`src/rtl/trap_seq.sv`:
```
// Machine-mode trap entry / MRET sequencer driving the CSR file's single write port.
// Optional build macro TRAP_VECTORED_EN enables vectored interrupt targets from mtvec_in.
module trap_seq (
  input  logic        clk,
  input  logic        rst,
  input  logic        trap_valid,
  input  logic [31:0] trap_cause,
  input  logic [31:0] trap_pc,
  input  logic [31:0] trap_tval,
  input  logic        mret_valid,
  input  logic [31:0] mstatus_in,
  input  logic [31:0] mtvec_in,
  input  logic [31:0] mepc_in,
  output logic        ready,
  output logic        csr_w_en,
  output logic [11:0] csr_w_addr,
  output logic [31:0] csr_w_data,
  output logic        redirect_valid,
  output logic [31:0] redirect_pc,
  output logic [1:0]  priv_mode
);

  typedef enum logic [2:0] {
    IDLE     = 3'd0,
    W_EPC    = 3'd1,
    W_CAUSE  = 3'd2,
    W_TVAL   = 3'd3,
    W_STATUS = 3'd4,
    M_STATUS = 3'd5,
    REDIRECT = 3'd6
  } state_t;

  localparam logic [11:0] CSR_MSTATUS = 12'h300;
  localparam logic [11:0] CSR_MEPC    = 12'h341;
  localparam logic [11:0] CSR_MCAUSE  = 12'h342;
  localparam logic [11:0] CSR_MTVAL   = 12'h343;
  localparam logic [1:0]  PRIV_M      = 2'b11;
  localparam logic [1:0]  PRIV_U      = 2'b00;

  state_t      state_r;
  logic [31:0] cause_r;
  logic [31:0] tval_r;
  logic [31:0] epc_r;
  logic [31:0] status_r;
  logic [1:0]  tgt_priv_r;
  logic        is_mret_r;

  logic        trap_take_s;
  logic        mret_take_s;

  // MPIE <= MIE, MIE <= 0, MPP <= current privilege
  function automatic logic [31:0] trap_status(input logic [31:0] st, input logic [1:0] priv);
    logic [31:0] r;
    r       = st;
    r[7]    = st[3];
    r[3]    = 1'b0;
    r[12:11] = priv;
    return r;
  endfunction

  // MIE <= MPIE, MPIE <= 1, MPP <= U
  function automatic logic [31:0] mret_status(input logic [31:0] st);
    logic [31:0] r;
    r        = st;
    r[3]     = st[7];
    r[7]     = 1'b1;
    r[12:11] = PRIV_U;
    return r;
  endfunction

  function automatic logic [31:0] trap_target(input logic [31:0] tvec, input logic [31:0] cause);
    logic [31:0] base;
    base = {tvec[31:2], 2'b00};
`ifdef TRAP_VECTORED_EN
    if ((tvec[1:0] == 2'b01) && cause[31]) begin
      return base + {cause[29:0], 2'b00};
    end else begin
      return base;
    end
`else
    return base;
`endif
  endfunction

  // An MRET outside M mode becomes an illegal-instruction trap; a real trap always wins.
  assign trap_take_s = trap_valid || (mret_valid && (priv_mode != PRIV_M));
  assign mret_take_s = mret_valid && !trap_valid && (priv_mode == PRIV_M);

  // Sequencer state, latched trap context and all registered outputs
  always_ff @(posedge clk) begin
    if (rst) begin
      state_r        <= IDLE;
      cause_r        <= 32'd0;
      tval_r         <= 32'd0;
      epc_r          <= 32'd0;
      status_r       <= 32'd0;
      tgt_priv_r     <= PRIV_M;
      is_mret_r      <= 1'b0;
      ready          <= 1'b1;
      csr_w_en       <= 1'b0;
      csr_w_addr     <= 12'd0;
      csr_w_data     <= 32'd0;
      redirect_valid <= 1'b0;
      redirect_pc    <= 32'd0;
      priv_mode      <= PRIV_M;
    end else begin
      case (state_r)
        IDLE: begin
          if (trap_take_s) begin
            cause_r    <= trap_valid ? trap_cause : 32'd2;
            tval_r     <= trap_valid ? trap_tval : 32'd0;
            epc_r      <= {trap_pc[31:2], 2'b00};
            status_r   <= trap_status(mstatus_in, priv_mode);
            tgt_priv_r <= PRIV_M;
            is_mret_r  <= 1'b0;
            priv_mode  <= PRIV_M;
            ready      <= 1'b0;
            csr_w_en   <= 1'b1;
            csr_w_addr <= CSR_MEPC;
            csr_w_data <= {trap_pc[31:2], 2'b00};
            state_r    <= W_EPC;
          end else if (mret_take_s) begin
            epc_r      <= mepc_in;
            status_r   <= mret_status(mstatus_in);
            tgt_priv_r <= mstatus_in[12:11];
            is_mret_r  <= 1'b1;
            ready      <= 1'b0;
            csr_w_en   <= 1'b1;
            csr_w_addr <= CSR_MSTATUS;
            csr_w_data <= mret_status(mstatus_in);
            state_r    <= M_STATUS;
          end else begin
            ready      <= 1'b1;
            csr_w_en   <= 1'b0;
            csr_w_addr <= 12'd0;
            csr_w_data <= 32'd0;
            state_r    <= IDLE;
          end
        end
        W_EPC: begin
          csr_w_addr <= CSR_MCAUSE;
          csr_w_data <= cause_r;
          state_r    <= W_CAUSE;
        end
        W_CAUSE: begin
          csr_w_addr <= CSR_MTVAL;
          csr_w_data <= tval_r;
          state_r    <= W_TVAL;
        end
        W_TVAL: begin
          csr_w_addr <= CSR_MSTATUS;
          csr_w_data <= status_r;
          state_r    <= W_STATUS;
        end
        W_STATUS, M_STATUS: begin
          csr_w_en       <= 1'b0;
          csr_w_addr     <= 12'd0;
          csr_w_data     <= 32'd0;
          redirect_valid <= 1'b1;
          redirect_pc    <= is_mret_r ? epc_r : trap_target(mtvec_in, cause_r);
          state_r        <= REDIRECT;
        end
        REDIRECT: begin
          redirect_valid <= 1'b0;
          redirect_pc    <= 32'd0;
          priv_mode      <= tgt_priv_r;
          ready          <= 1'b1;
          state_r        <= IDLE;
        end
        default: begin
          state_r        <= IDLE;
          ready          <= 1'b1;
          csr_w_en       <= 1'b0;
          csr_w_addr     <= 12'd0;
          csr_w_data     <= 32'd0;
          redirect_valid <= 1'b0;
          redirect_pc    <= 32'd0;
          priv_mode      <= PRIV_M;
        end
      endcase
    end
  end

endmodule

```
`config.mk`:
```
export PLATFORM = sky130hd
export DESIGN_NAME = trap_seq
export DESIGN_NICKNAME = d
export VERILOG_FILES = /design/src/rtl/trap_seq.sv
export SDC_FILE = /design/constraint.sdc
export NUM_CORES = 1
export LEC_CHECK = 0
export BUFFER_PORTS_ARGS = -buffer_cell sky130_fd_sc_hd__buf_2
export CAP_MARGIN = 0
export CORE_ASPECT_RATIO = 1.75
export CORE_MARGIN = 2
export CORE_UTILIZATION = 46
export CTS_CLUSTER_DIAMETER = 30
export DETAILED_ROUTE_END_ITERATION = 16
export PLACE_DENSITY = 0.78
export SLEW_MARGIN = 20
export SYNTH_ARGS = -nofsm -noshare
export SYNTH_HDL_FRONTEND = slang
export SYNTH_SLANG_ARGS = --single-unit
export TNS_END_PERCENT = 10
```
`constraint.sdc`:
```
create_clock -name clk -period 1.4 [get_ports clk]
set_input_delay 0.07 -clock clk [delete_from_list [all_inputs] [get_ports clk]]
set_output_delay 0.07 -clock clk [all_outputs]
set_load 0.02 [all_outputs]
```
**Word level (Yosys, flattened, before mapping)**

Cells that the tools add are included.

- Bitwise logic cells: 1
- Multiplexer cells: 30
- Reduce and logical (&&, ||, !) cells: 14
- Equality and inequality tests: 9

Operators with widths:

| kind | count |
|---|---|
| 2-to-1 mux 32 bit | 9 |
| case mux 32 bit (5 select lines) | 1 |
| case mux 32 bit (2 select lines) | 1 |
| case mux 12 bit (5 select lines) | 1 |
| 2-to-1 mux 10 bit | 2 |
| case mux 3 bit (5 select lines) | 1 |
| == test 3 bit (second input constant) | 3 |
| OR reduction 4 bit | 2 |
| == test 3 x 2 -> 1 bit (second input constant) | 2 |
| 2-to-1 mux 1 bit | 6 |
| 2-to-1 mux 2 bit | 3 |
| 2-to-1 mux 3 bit | 2 |
| case mux 1 bit (2 select lines) | 3 |
| case mux 2 bit (3 select lines) | 1 |
| AND reduction 2 bit | 3 |
| OR reduction 5 bit | 1 |
| != test 2 bit (second input constant) | 2 |
| == test 3 x 1 -> 1 bit (second input constant) | 1 |
| logical AND 1 bit | 3 |
| zero test 3 bit | 1 |
| == test 2 bit (second input constant) | 1 |
| nonzero test 2 bit | 1 |
| OR reduction 2 bit | 1 |
| zero test 1 bit | 1 |
| other kinds (2) | 2 |

- Flip-flop bits (word level): 215
- Bits of input ports: 196

**Longest topological paths before layout**

- Depth in word-level cells: 6
- Mapped depth: 8
- Depth with buffers taken out: 4

**Least setup slack after synthesis**

OpenSTA, ideal clock, no wires.

- Kind: flip-flop to flip-flop
- Start point: register priv_mode[0]
- End point: register csr_w_data[10]
- Path buffers: 2
- Stages on the path, launching flop included: 7
- Path slack: -153 ps
- Period minus slack after synthesis: 1553 ps
- Data arrival time: 1421 ps
- Required time: 1268 ps
- Cell sequence: dfxtp_1 > nand2_1 > a21o_1 > buf_2 > clkbuf_1 > a22oi_1 > o22ai_1

- Longest elaborated chain between the ends: 5
- Elaborated cells on any way between the ends: 8

RTL lines:

| what | RTL line | source |
|---|---|---|
| start, declared | 20 | `output logic [1:0] priv_mode` |
| start signal, assigned | 166 | `priv_mode <= tgt_priv_r;` |
| == test 2 bit or != test 2 bit (tied branches) | 87, 86 |  |
| logical AND 1 bit, on equally long branches | 87, 86 |  |
| 2-to-1 mux 32 bit or logical OR 1 bit (tied branches) | 122, 86 |  |
| 2-to-1 mux 32 bit (*) | 109 | `if (trap_take_s) begin` |
| case mux 32 bit (5 select lines) (*) | 107 | `case (state_r)` |
| end signal, assigned | 120 | `csr_w_data <= {trap_pc[31:2], 2'b00};` |
| end signal, assigned | 130 | `csr_w_data <= mret_status(mstatus_in);` |
| end signal, assigned | 142 | `csr_w_data <= cause_r;` |
| end, declared | 17 | `output logic [31:0] csr_w_data,` |

Mark *: on every way between the ends. The rest lies on a longest branch, timed or not.
A chain may end at the register's enable or synchronous reset.

**Worst setup path in the final report**

- Start point: register state_r[0]
- End point: register cause_r[20]

- Longest elaborated chain between the ends: 2

RTL lines:

| what | RTL line | source |
|---|---|---|
| start, declared | 40 | `state_t state_r;` |
| start signal, assigned | 92 | `state_r <= IDLE;` |
| start signal, assigned | 121 | `state_r <= W_EPC;` |
| start signal, assigned | 131 | `state_r <= M_STATUS;` |
| zero test 3 bit | 107 |  |
| AND reduction 2 bit (no line) | - |  |
| end signal, assigned | 110 | `cause_r <= trap_valid ? trap_cause : 32'd2;` |
| end, declared | 41 | `logic [31:0] cause_r;` |

No other way between the ends.

==> results by group <==
Status
  • Status: finished, violations left
  • Violated checks: setup timing

Worst setup path
  • Worst setup path class: flop to flop
  • R2r setup slk: -0.30 ns
  • Worst endpoint data arrival time: 2.15 ns
  • Crit start category: flop
  • Setup crit end kind: flop
  • Worst-path fanout max: 11
  • Critical path required time: 1.85 ns

STA
  • Period utilization: 121.5%
  • Final setup vio count: 161
  • Minimum clock period: 1.701 ns
  • Fin. max-slew vios: 0
  • Setup ws final: -0.3014 ns
  • Final hold vios: 0
  • Fmax: 0.5877 GHz
  • Clk_skew: 0.02319 ns
  • RSZ-0062 raised after global routing: true

Clock tree
  • H-Tree Depth: 1
  • Sink Count: 207
  • CTS tree: yes
  • Reg clk slew, reported paths: 0.06 ns
  • Clk root buf: clkbuf_16
  • Worst-Skew Late Latency: 0.55 ns
  • CTS max path bufs: 3
  • CTS buffer count: 31

Layout
  • Layout Utilization: 79.60%
  • Synth-to-Final Area Change: 69.28%
  • Final nets: 1670
  • Finished Layout Cells: 1741
  • Layout cells sized above 1: 38.30%
  • Finished Cell Area: 0.01486 mm2

Routing
  • Routed WL: 41.80 mm
  • WL per Instance: 24.01 um
  • Via density: 6.280
  • Drt pass-1 iters: 6
  • ANT nets after route: 0
  • Vias: 10930
  • DRT iter0 DRCs: 1100
  • # DRC: 0

Global route
  • Initial antenna violation count: 6
  • Total global-route track usage: 37.07%
  • Global-route wire length before repair: 58.64 mm
  • Vias in the first global route: 10990
  • Largest net degree at the start of global routing: 56
  • GRT Residual Overflow: 0

Die
  • Ports: 277
  • Site row count: 66
  • Die Area: 0.02024 mm2
  • Initial Util: 47.02%
  • Die W: 108.4 um
  • Die height: 186.7 um
  • CORE AREA: 0.01866 mm2

Placed design
  • RD Place Congestion: 0.9451
  • Area after DPL: 0.01079 mm2
  • Hpwl dp: 21.55 mm
  • # port buffers: 265
  • DP Worst Slack: -0.2115 ns
  • Placed Cells: 1451

Flow run
  • Max-cap violations: 0

Synth
  • FF+latch count, synth: 207
  • Synth top cells by count: dfxtp_1, nor2_1, a22oi_1, nand2_1, a21oi_1
  • Distinct cells, synth: 41
  • Post-synth top area cell: dfxtp_1
  • Synth top area share: 47.22%
  • Count leader, synth: dfxtp_1
  • Post-Synthesis Cell Area: 0.008776 mm2
  • Mapped Cells: 976
  • Post-synthesis sequential area ratio: 47.22%
  • Synthesis warning total: 0
  • Largest cells by area after synthesis: dfxtp_1, a22oi_1, nor2_1
  • Syn Area/Cell: 8.992 um2
  • Number of synthesized flops with an enable pin: 0
  • Ys async rst share: 0%
  • Main synth FF type: dfxtp_1

Power and ir drop
  • Power per standard cell area: 1423 mW/mm2
  • Total power: 21140 uW
  • Leak pwr: 0.006179 uW
  • Peak VDD IR: 1024 uV

Hold path
  • Hold WC Path Type: input pin to flop
per-stage QoR:
step / TNS, ns / hold WS, ns
floorplan: -6.409 / 0.1788
global placement: -10.95 / 0.2921
detailed placement: -19.33 / 0.2972
CTS: -11.78 / 0.1331
global route: -30.17 / 0.1826
finish: -22.79 / 0.1541
worst max-delay path: stages (launching register included):
cell     delay [ns]
dfxtp_2        0.34
nor3_4         0.27
buf_4          0.17
buf_4          0.10
and2_4         0.24
buf_12         0.18
a22oi_2        0.09
nor2_2         0.21
cell type report:
type | count | area (um2)
inverter | 4 | 18.77
sequential | 207 | 4160
clock inverter | 18 | 230.2
timing repair buffer | 564 | 4587
multi-input combinational | 666 | 4716
fill | 1014 | 3807
tap | 238 | 297.8
antenna | 7 | 17.52
clock buffer | 37 | 828.3
cell families (layout without fill, tap and decap cells):
logic type,after synthesis,count (layout),share of synthesized area [%]
other,1,14,0.04273
AND/OR/NAND/NOR,285,285,13.76
AO/OA/AOI/OAI,298,298,23.94
flip-flops,207,207,47.22
multiplexers,76,76,9.096
buffers and inverters,109,623,5.945
cells in the final DEF, fill, tap and decap left out, types with 5 or more instances in the layout:
cell type and instances:
a211oi_1 7, a21oi_1 65, o22ai_1 17, conb_1 7
mux2_2 30, a311oi_1 6, inv_6 7, nor2_1 140
a21oi_2 7, nand2_1 81, dfxtp_1 202, clkbuf_16 35
a221oi_2 26, dlygate4sd3_1 190, buf_12 24, a211oi_2 5
nor3_1 25, diode_2 7, buf_2 264, nand2b_1 5
a22oi_2 47, a22oi_1 72, buf_4 60, o22a_1 23
mux2i_1 43, nand3_1 6, buf_6 14
where the power goes:
group	switching [uW]	internal (uW)
registers	501	6570
logic	3280	2800
clock network	3000	4990
total	6780	14400
registers in the layout, summed over array words and instances, names as in the netlist:
name            count
priv_mode           2
redirect_pc        32
status_r           32
csr_w_data         32
csr_w_en            1
epc_r              32
cause_r            32
ready               1
state_r             3
tgt_priv_r          2
tval_r             32
is_mret_r           1
redirect_valid      1
csr_w_addr          4
path summary, 6_finish.rpt:
kind | from | endpoint | cells past startpoint
max | state_r[0]$_SDFF_PP0_ | cause_r[20]$_SDFFE_PP0P_ | 7
min | mret_valid | epc_r[26]$_SDFFE_PP0P_ | 6
max reg2reg | state_r[0]$_SDFF_PP0_ | cause_r[20]$_SDFFE_PP0P_ | 7
min reg2reg | redirect_pc[0]$_SDFFE_PP0N_ | redirect_pc[0]$_SDFFE_PP0N_ | 2
routing by layer:
metal,share of wire [%],vias up,GRT usage [%]
li1,-,4555,-
met2,47,1007,60.82
met5,0,-,0
met4,9.1,0,27.27
met1,33,5010,41.36
met3,10,361,7.789
repair_timing:
action	in CTS	in global routing
pin swaps	37	15
buffers inserted	8	22
gates cloned	4	4
gates resized for setup	75	62
hold endpoints to repair	193	0
setup endpoints to repair	165	198
hold buffers	190	0
(Power assumes the default switching activity.)
